--- src/rtl/multdiv_pkg.sv ---
// rtl/multdiv_pkg.sv - shared types and constants for multdiv_seq (divider gated by MULTDIV_DIV_EN)
package multdiv_pkg;

    typedef enum logic [2:0] {
        ST_IDLE,
        ST_MUL,
        ST_DIV,
        ST_FIX,
        ST_DONE
    } state_t;

    localparam int unsigned MUL_STEPS = 16;
    localparam int unsigned DIV_STEPS = 32;
    localparam int unsigned CNT_W     = 6;

    localparam logic [31:0]      INT_MIN  = 32'h8000_0000;
    localparam logic [CNT_W-1:0] MUL_LAST = CNT_W'(MUL_STEPS - 1);
    localparam logic [CNT_W-1:0] DIV_LAST = CNT_W'(DIV_STEPS - 1);

    // Magnitude of a two's complement word; |INT_MIN| stays 0x80000000 as unsigned.
    function automatic logic [31:0] abs32(input logic [31:0] v);
        return v[31] ? (~v + 32'd1) : v;
    endfunction

endpackage

--- src/rtl/multdiv_seq_booth_step.sv ---
// rtl/multdiv_seq_booth_step.sv - one radix-4 Booth digit: recode, 34-bit add, 2-bit arithmetic shift
module booth_step (
    input  logic [65:0] prod_i,
    input  logic        guard_i,
    input  logic [31:0] mcand_i,
    output logic [65:0] prod_o,
    output logic        guard_o
);

    logic [33:0] a_ext;
    logic [33:0] pp;
    logic [33:0] sum;

    assign a_ext = {{2{mcand_i[31]}}, mcand_i};

    // Pick the partial product from {b[i+1], b[i], b[i-1]}, add it to the upper accumulator and shift by two.
    always_comb begin
        pp = '0;
        unique case ({prod_i[1:0], guard_i})
            3'b001, 3'b010: pp = a_ext;
            3'b011:         pp = a_ext << 1;
            3'b100:         pp = -(a_ext << 1);
            3'b101, 3'b110: pp = -a_ext;
            default:        pp = '0;
        endcase
        sum     = prod_i[65:32] + pp;
        prod_o  = {{2{sum[33]}}, sum, prod_i[31:2]};
        guard_o = prod_i[1];
    end

endmodule

--- src/rtl/multdiv_seq.sv ---
// rtl/multdiv_seq.sv - iterative signed 32-bit multiply/divide; divider compiled in only with MULTDIV_DIV_EN
module multdiv_seq
    import multdiv_pkg::*;
(
    input  logic        clk,
    input  logic        clr,
    input  logic [31:0] data_operandA,
    input  logic [31:0] data_operandB,
    input  logic        ctrl_MULT,
    input  logic        ctrl_DIV,
    output logic [31:0] data_result,
    output logic        data_exception,
    output logic        data_resultRDY,
    output logic        busy
);

    state_t             state_q;
    logic [CNT_W-1:0]   step_q;
    logic [31:0]        result_q;
    logic               exc_q;
    logic               rdy_q;
    logic               busy_q;

    // Booth multiplier state: {accumulator[33:0], multiplier[31:0]} plus the implicit b[-1] bit.
    logic [31:0]        mcand_q;
    logic [65:0]        prod_q;
    logic               guard_q;
    logic [65:0]        prod_nx;
    logic               guard_nx;
    logic               mul_ovf;

    booth_step u_booth (
        .prod_i  (prod_q),
        .guard_i (guard_q),
        .mcand_i (mcand_q),
        .prod_o  (prod_nx),
        .guard_o (guard_nx)
    );

    // The low word is a valid signed result only if bits [63:31] are a pure sign extension.
    assign mul_ovf = ~((&prod_nx[63:31]) | ~(|prod_nx[63:31]));

`ifdef MULTDIV_DIV_EN
    // Non-restoring divider on magnitudes; the remainder keeps two guard bits so 2*rem never wraps.
    logic [33:0]        rem_q;
    logic [31:0]        quo_q;
    logic [31:0]        dvs_q;
    logic               neg_q;
    logic               dz_q;
    logic [33:0]        rem_sh;
    logic [33:0]        rem_nx;
    logic [31:0]        quo_nx;
    logic [31:0]        quo_signed;
    logic               quo_ovf;

    // One divide step: add or subtract the divisor depending on the remainder sign, quotient bit from the new sign.
    always_comb begin
        rem_sh     = {rem_q[32:0], quo_q[31]};
        rem_nx     = rem_q[33] ? (rem_sh + {2'b00, dvs_q}) : (rem_sh - {2'b00, dvs_q});
        quo_nx     = {quo_q[30:0], ~rem_nx[33]};
        quo_signed = neg_q ? (~quo_q + 32'd1) : quo_q;
        // A positive quotient of 2^31 only arises from INT_MIN / -1.
        quo_ovf    = ~neg_q & quo_q[31];
    end
`endif

    // Control FSM with registered outputs and all datapath register updates.
    always_ff @(posedge clk or posedge clr) begin
        if (clr) begin
            state_q  <= ST_IDLE;
            step_q   <= '0;
            result_q <= '0;
            exc_q    <= 1'b0;
            rdy_q    <= 1'b0;
            busy_q   <= 1'b0;
            mcand_q  <= '0;
            prod_q   <= '0;
            guard_q  <= 1'b0;
`ifdef MULTDIV_DIV_EN
            rem_q    <= '0;
            quo_q    <= '0;
            dvs_q    <= '0;
            neg_q    <= 1'b0;
            dz_q     <= 1'b0;
`endif
        end else begin
            case (state_q)
                ST_IDLE, ST_DONE: begin
                    state_q <= ST_IDLE;
                    rdy_q   <= 1'b0;
                    busy_q  <= 1'b0;
                    step_q  <= '0;
                    if (ctrl_MULT) begin
                        state_q <= ST_MUL;
                        busy_q  <= 1'b1;
                        mcand_q <= data_operandA;
                        prod_q  <= {34'd0, data_operandB};
                        guard_q <= 1'b0;
                    end else if (ctrl_DIV) begin
                        busy_q  <= 1'b1;
`ifdef MULTDIV_DIV_EN
                        neg_q   <= data_operandA[31] ^ data_operandB[31];
                        rem_q   <= '0;
                        quo_q   <= abs32(data_operandA);
                        dvs_q   <= abs32(data_operandB);
                        dz_q    <= (data_operandB == 32'd0);
                        // A zero divisor skips the iteration and completes through FIX.
                        state_q <= (data_operandB == 32'd0) ? ST_FIX : ST_DIV;
`else
                        // Without a divider every divide completes as an illegal operation.
                        state_q <= ST_FIX;
`endif
                    end
                end

                ST_MUL: begin
                    prod_q  <= prod_nx;
                    guard_q <= guard_nx;
                    step_q  <= step_q + CNT_W'(1);
                    if (step_q == MUL_LAST) begin
                        state_q  <= ST_DONE;
                        busy_q   <= 1'b0;
                        rdy_q    <= 1'b1;
                        result_q <= prod_nx[31:0];
                        exc_q    <= mul_ovf;
                    end
                end

`ifdef MULTDIV_DIV_EN
                ST_DIV: begin
                    rem_q  <= rem_nx;
                    quo_q  <= quo_nx;
                    step_q <= step_q + CNT_W'(1);
                    if (step_q == DIV_LAST) begin
                        state_q <= ST_FIX;
                    end
                end
`endif

                ST_FIX: begin
                    state_q <= ST_DONE;
                    busy_q  <= 1'b0;
                    rdy_q   <= 1'b1;
`ifdef MULTDIV_DIV_EN
                    if (dz_q) begin
                        result_q <= '0;
                        exc_q    <= 1'b1;
                    end else begin
                        result_q <= quo_signed;
                        exc_q    <= quo_ovf;
                    end
`else
                    result_q <= '0;
                    exc_q    <= 1'b1;
`endif
                end

                default: begin
                    state_q <= ST_IDLE;
                    busy_q  <= 1'b0;
                    rdy_q   <= 1'b0;
                end
            endcase
        end
    end

    assign data_result    = result_q;
    assign data_exception = exc_q;
    assign data_resultRDY = rdy_q;
    assign busy           = busy_q;

endmodule

--- config.mk ---
export PLATFORM = sky130hd
export DESIGN_NAME = multdiv_seq
export DESIGN_NICKNAME = d
export VERILOG_FILES = /design/src/rtl/multdiv_pkg.sv /design/src/rtl/multdiv_seq_booth_step.sv /design/src/rtl/multdiv_seq.sv
export SDC_FILE = /design/constraint.sdc
export NUM_CORES = 1
export LEC_CHECK = 0
export ABC_AREA = 1
export CAP_MARGIN = 20
export CORE_AREA = 2 2 163 165
export CTS_CLUSTER_SIZE = 10
export DETAILED_ROUTE_END_ITERATION = 6
export DIE_AREA = 0 0 165 167
export GPL_TIMING_DRIVEN = 0
export SLEW_MARGIN = 25
export SYNTH_ARGS = -nofsm -noshare
export SYNTH_HDL_FRONTEND = slang
export SYNTH_SLANG_ARGS = --single-unit
--- constraint.sdc ---
create_clock -name clk -period 5.6 [get_ports clk]
set_input_delay 1.12 -clock clk [delete_from_list [all_inputs] [get_ports clk]]
set_output_delay 1.12 -clock clk [all_outputs]
set_load 0.02 [all_outputs]
==> results of run 1 <==
[cells in the mapped netlist (3+ instances only)]
master     number  area [um^2]
nand2_1       482         1810
inv_1         190          713
nor2_1        145          544
dfrtp_1       140         3500
o21ai_0       126          631
nand3_1       112          561
clkbuf_1       41          154
ha_1           35          438
a31oi_1        31          194
xor2_1         30          263
a21oi_1        27          135
nand4_1        20          125
o22ai_1        18          113
nand2_2        16          100
nor3_1         13         65.1
inv_2          11         41.3
nor2_2          9         56.3
a221o_1         7         70.1
a21oi_2         5         43.8
a221oi_1        5         43.8
xnor2_1         5         43.8
buf_1           4         15.0
nand3b_1        4         30.0
nor2_4          4         45.0
o2111ai_1       4         35.0
clkinv_1        3         11.3
nand2_4         3         33.8
nor3_4          3         48.8
o211ai_1        3         22.5
[state kept, by name, summed over array words and instances, names as in the netlist]
register        cells
guard_q             1
mcand_q            32
state_q             3
step_q              6
prod_q             64
data_result        32
data_resultRDY      1
data_exception      1
[layer usage]
layer  GRT usage [%]  vias to the layer above  wire length, um
met5               0                        -                0
met1            34.5                     4714            15400
met2            38.3                      312            14700
met3            4.58                       32             2180
li1                -                     5179                -
met4            7.56                        0              826
[cell families (layout without fill, tap and decap cells)]
logic type      count (synthesis)  in the layout  share of synthesized area, %
buf+inv                       250            385                          9.29
mux                             1              1                        0.0989
xor+xnor                       35             35                          3.03
flops                         140            140                          34.6
simple gates                  824            824                          35.0
fa+ha+maj                      36             36                          4.53
compound gates                235            235                          13.4
[per-stage QoR]
| step | cells | cell area [um^2] | setup TNS (ps) | setup WS (ps) | hold slack [ps] |
|---|---|---|---|---|---|
| after detailed placement | 1959 | 11600 | 0 | 865 | 471 |
| after global placement | 1958 | 11600 | -211690 | -1530 | 468 |
| final | 1991 | 12200 | 0 | 733 | 487 |
| after floorplan | 1521 | 10100 | 0 | 727 | 453 |
| after CTS | 1991 | 12200 | 0 | 842 | 491 |
| after global routing | 1991 | 12200 | 0 | 547 | 513 |
[worst max-delay path by stage]
stage / from / to / cells past startpoint
after floorplan: clr / data_exception / 1
after global placement: clr / prod_q[41] / 2
after detailed placement: prod_q[0] / data_exception / 22
after CTS: prod_q[0] / data_exception / 22
after global routing: prod_q[1] / data_exception / 23
final: prod_q[1] / data_exception / 21
[critical path, cell delays in order (launching register included)]
cell and delay [ps]:
dfrtp_1 440, nor2_1 820, inv_1 200, clkbuf_1 350
o21ai_0 630, ha_1 410, nand2_1 200, inv_1 80
a21oi_1 160, nand2_1 230, nand3_1 260, nand3_1 120
nand2_1 70, nand2_1 80, nor2_1 90, nand2_1 70
nor2_1 190, nand3_1 120, nand2_1 70, nand3_1 60
nand2_1 70, inv_1 30
[layout make-up]
cell class | instances | area [um^2] | area share (%)
Clock buffer | 17 | 425 | 3.49
Inverter | 204 | 773 | 6.34
Buffer | 46 | 174 | 1.43
Multi-Input combinational cell | 1131 | 5670 | 46.6
Sequential cell | 140 | 3500 | 28.7
Timing Repair Buffer | 103 | 1050 | 8.60
Clock inverter | 15 | 170 | 1.40
Tap cell | 335 | 419 | 3.44
==> run metrics, run 1 <==
vias in the first global route 9,756; Max-Cap Viols 0; row count 59; Slew @ Worst Pin 1030 ps; CTS tree done; GRT overflow 0; Worst Hold Path EP data_result[24]; Layout area overhead 20.5%; worst hold stages 2; Mapped Nets 1,625; post-synth cell types 48; Final min period 4870 ps; hpwl dp about 26,000 um; Fmax just over 0.2 GHz; worst r2r dst data_exception; Die Area around 28,000 um^2; Final period util 86.9%; Die Span Y 167 um; fin nets 1,747; Seq cells post-synth 140; Port Buffers 102; initial antenna violation count 0; n_diodes 0; CP Capture Type register; post_cts resized 0; number of flops mapped to enable cells by yosys 0; asr flop ratio synth 100%; Post-CTS Setup Inserts 0; Post-Route WL 33,100 um; largest net degree at the start of global routing 73; Hold-fix buffers, CTS 0; Worst EP arrival 5190 ps; final hold vios 0; Num Clock Sinks 140; routability cong. 0.934; Hold Startpoint data_result[24]; Initial Util 39.3%; max_slew headroom 30.8%; HP Class reg2reg; I/O pin total 103; Final setup viols 0; depth of the CTS H-tree 4; wire per inst 16.6 um; commonest non-fill, non-tap cell in the layout nand2_1; Syn Area/Cell 6.65 um^2; die width 165 um; register area share after synthesis 34.6%; Post-Route Utilization 47.3%; worst r2r src prod_q[1]; Residual DRC 0; Cells after Synth 1,521; Reg2Reg Depth 21; root buf cell clkbuf_16; clk buf depth 2; Mapped Area 10,100 um^2; CP Class reg2reg; all-layer global routing usage 24.6%; RSZ-0062 raised after global routing no; drt pass-1 iters 5; Final Max Slew Viols 0; First DRT Iteration DRCs roughly 960; most frequent cells in the layout nand2_1, inv_1, nor2_1; status complete, no violations; Final Skew between 10 and 15 ps; Fill cells 2,662; average via count per standard cell 5.14; first-pass GRT wire length between 50,000 and 60,000 um; layout cell share with drive strength beyond 1 5.74%; maximum fanout along the worst path 10; vias after detailed routing approximately 10,000; CP Data Required Time 5930 ps; Num CTS Buffers 17; Main synth FF type dfrtp_1; CTS clock-pin slew for the worst setup and hold paths 70 ps; YS warnings 0; Routed Antenna Nets 0; Clock Latency Late Sink 430 ps; Worst Setup Start Kind register; R2R setup slack around 730 ps; Core Region ~26,000 um^2
Power of run 1 is left out: the tool's default activity adds up to more than one toggle a clock period on the data nets, which glitch-free logic cannot reach.
==> run 2: changes to the inputs <==
--- a/config.mk
+++ b/config.mk
@@ -12,6 +12,7 @@
 export DETAILED_ROUTE_END_ITERATION = 6
 export DIE_AREA = 0 0 165 167
 export GPL_TIMING_DRIVEN = 0
+export HOLD_SLACK_MARGIN = 0.05
 export SLEW_MARGIN = 25
 export SYNTH_ARGS = -nofsm -noshare
 export SYNTH_HDL_FRONTEND = slang
==> results of run 2 <==
The final DEF is identical to that of run 1; final timing and power are the same.
Power of run 2 is left out for the same reason.
==> run 3: changes to the inputs <==
--- a/config.mk
+++ b/config.mk
@@ -5,12 +5,11 @@
 export SDC_FILE = /design/constraint.sdc
 export NUM_CORES = 1
 export LEC_CHECK = 0
-export ABC_AREA = 1
 export CAP_MARGIN = 20
-export CORE_AREA = 2 2 163 165
+export CORE_AREA = 2 2 159 161
 export CTS_CLUSTER_SIZE = 10
 export DETAILED_ROUTE_END_ITERATION = 6
-export DIE_AREA = 0 0 165 167
+export DIE_AREA = 0 0 161 163
 export GPL_TIMING_DRIVEN = 0
 export HOLD_SLACK_MARGIN = 0.05
 export SLEW_MARGIN = 25
==> run metrics, run 3 <==
Die Span Y 163 um (was 167 um); Mapped Nets 1,308 (was 1,625); Hold WS 477 ps (was 487 ps); Post-Route WL 32,500 um (was 33,100 um); row count 58 (was 59); final hold vios 0 (unchanged); TNS Setup 0 ps (unchanged); die width 161 um (was 165 um); Worst EP arrival 5660 ps (was 5190 ps); DR top layer met4 (unchanged); Simple-Gate Fraction of Synth Area 23.3% (was 35.0%); Layout area overhead 26.1% (was 20.5%); register area share after synthesis 36.1% (was 34.6%); Cells after Synth 1,204 (was 1,521); Final Skew 15.0 ps (was 11.8 ps); Routed Antenna Nets 0 (unchanged); root buf cell clkbuf_16 (unchanged); I/O pin total 103 (unchanged); Placed Instances 1,637 (was 1,959); most frequent cells in the layout nand2_1, dfrtp_1, clkdlybuf4s50_1 (was nand2_1, inv_1, nor2_1); HP Class reg2reg (unchanged); Clock Latency Late Sink 430 ps (about the same); CP Class reg2reg (unchanged); Syn Area/Cell 8.06 um^2 (was 6.65 um^2); Setup WS pre-CTS -776 ps (was 865 ps); hpwl dp 23,600 um (was 25,900 um); CTS tree done (unchanged); YS warnings 0 (unchanged); main combinational cell family by area after synthesis compound AO/OA/AOI/OAI gates (was simple AND/OR/NAND/NOR gates); GRT overflow 0 (unchanged); asr flop ratio synth 100% (unchanged); initial antenna violation count 0 (unchanged); met2 wire length 15,000 um (was 14,700 um); maximum fanout along the worst path 6 (was 10); Mapped Area 9700 um^2 (was 10,100 um^2); R2R setup slack 250 ps (was 730 ps); n_diodes 0 (unchanged); First DRT Iteration DRCs 830 (was 957); CP Capture Type register (unchanged); number of flops mapped to enable cells by yosys 0 (unchanged); CP Data Required Time 5910 ps (was 5930 ps); clk buf depth 2 (unchanged); depth of the CTS H-tree 4 (unchanged); routability cong. 0.940 (was 0.934); max reg flops 64 (unchanged); post-synth top area share 36.1% (was 34.6%); post-synth cell types 70 (was 48); Metal-1 WL 14,000 um (was 15,400 um); Synth top cells by count nand2_1, dfrtp_1, nor2_1, clkbuf_1, o21ai_0 (was nand2_1, inv_1, nor2_1, dfrtp_1, o21ai_0); Die Area 26,200 um^2 (was 27,600 um^2); top-count cell post-synth nand2_1 (unchanged); proportion of synthesized area in mux cells 0.928% (was 0.0989%); Final min period 5350 ps (was 4870 ps); Port Buffers 102 (unchanged); Num CTS Buffers 17 (unchanged); Main synth FF type dfrtp_1 (unchanged); average via count per standard cell 5.90 (was 5.14); compound-gate portion of the synthesized area 25.2% (was 13.4%); largest net degree at the start of global routing 82 (was 73); Synth area leader dfrtp_1 (unchanged); all-layer global routing usage 24.9% (was 24.6%); Max-Cap Viols 0 (unchanged); Area contributors post-synth dfrtp_1, nand2_1, a22o_1 (was dfrtp_1, nand2_1, inv_1); Seq cells post-synth 140 (unchanged); Finished Layout Cells 1,682 (was 1,991); Fmax 0.187 GHz (was 0.205 GHz); Final period util 95.6% (was 86.9%); met3 wire length 2530 um (was 2180 um); Final setup viols 0 (unchanged); status complete, no violations (unchanged); Worst Setup Start Kind register (unchanged); Initial Util 39.3% (about the same); fin nets 1,443 (was 1,747); Top reg by flops prod_q (unchanged); CTS clock-pin slew for the worst setup and hold paths 70 ps (about the same); Num Clock Sinks 140 (unchanged); vias after detailed routing 9,917 (was 10,237); vias in the first global route 9,456 (was 9,756); Adder-Cell Fraction of Synth Area 4.72% (was 4.53%); layout cell share with drive strength beyond 1 9.99% (was 5.74%); Synth Area in XOR/XNOR 5.60% (was 3.03%); Core Region 24,700 um^2 (was 25,800 um^2); Hold-fix buffers, CTS 0 (unchanged); Residual DRC 0 (unchanged); Slew @ Worst Pin 804 ps (was 1030 ps); max_slew headroom 45.9% (was 30.8%); first-pass GRT wire length 51,700 um (was 52,700 um); Final Max Slew Viols 0 (unchanged); drt pass-1 iters 5 (unchanged); post-route setup slack 246 ps (was 733 ps); wire per inst 19.3 um (was 16.6 um); commonest non-fill, non-tap cell in the layout nand2_1 (unchanged)
[run 3: cell types whose count changed after synthesis, moves of 20 or more]
cell	change
a22o_1	+52
nand3_1	-89
clkbuf_1	+32
a21oi_1	+28
nor2_1	-55
nor3_1	+20
xnor2_1	+30
inv_1	-170
nand2_1	-223
o21ai_0	-58
[run 3: cell families after synthesis]
| kind of cell | count (synthesis) |
|---|---|
| buffers and inverters | 105 |
| adder cells (fa/ha/maj) | 36 |
| XOR/XNOR | 62 |
| flip-flops | 140 |
| AO/OA/AOI/OAI | 355 |
| multiplexers | 9 |
| AND/OR/NAND/NOR | 497 |
[run 3: layer usage]
layer	track usage, %	vias to the layer above
met1	33.8	4776
met5	0	-
li1	-	4667
met3	5.17	60
met4	8.20	0
met2	39.7	414
[run 3: worst max-delay path, stage by stage (launching register included)]
cell and delay, ps:
dfrtp_1 430, inv_2 110, ha_2 220, or3b_4 420, nor2_4 240, nand2_2 120, or3_1 360, xor2_1 160
a221oi_1 240, a31oi_1 130, ha_2 460, nand4_1 170, o211ai_1 140, buf_4 160, nand4_1 210, o21ai_2 220
a21oi_1 150, or4_4 570, a2111o_1 430, nor4_2 200, nor3_1 100
[run 3: area by class of cell]
| class | count | area, um^2 |
|---|---|---|
| Fill cell | 2477 | 12400 |
| Sequential cell | 140 | 3500 |
| Clock inverter | 15 | 215 |
| Inverter | 20 | 82.6 |
| Tap cell | 330 | 413 |
| Timing Repair Buffer | 124 | 1210 |
| Clock buffer | 17 | 425 |
| Buffer | 77 | 308 |
| Multi-Input combinational cell | 959 | 6090 |
[run 3: repair_timing]
item	4_1_cts	5_1_grt
buffers inserted	7	14
resized for setup	25	54
hold endpoints to repair	0	0
pin swaps	4	15
setup endpoints to repair	5	1
[run 3: stage by stage]
stage / util, % / area [um^2]
after floorplan: - / 9700
after global placement: 45.1 / 11100
after detailed placement: 45.3 / 11200
after CTS: 48.4 / 12000
after global routing: 49.6 / 12200
final: 49.6 / 12200
[run 3: final timing paths]
check	start	endpoint	depth (start not counted)
max	mcand_q[1]	data_exception	20
min reg2reg	step_q[5]	step_q[5]	1
max in group asynchronous	clr	mcand_q[9]	3
min in group asynchronous	clr	prod_q[11]	2
min	step_q[5]	step_q[5]	1
max reg2reg	mcand_q[1]	data_exception	20
Power of run 3 is left out for the same reason.
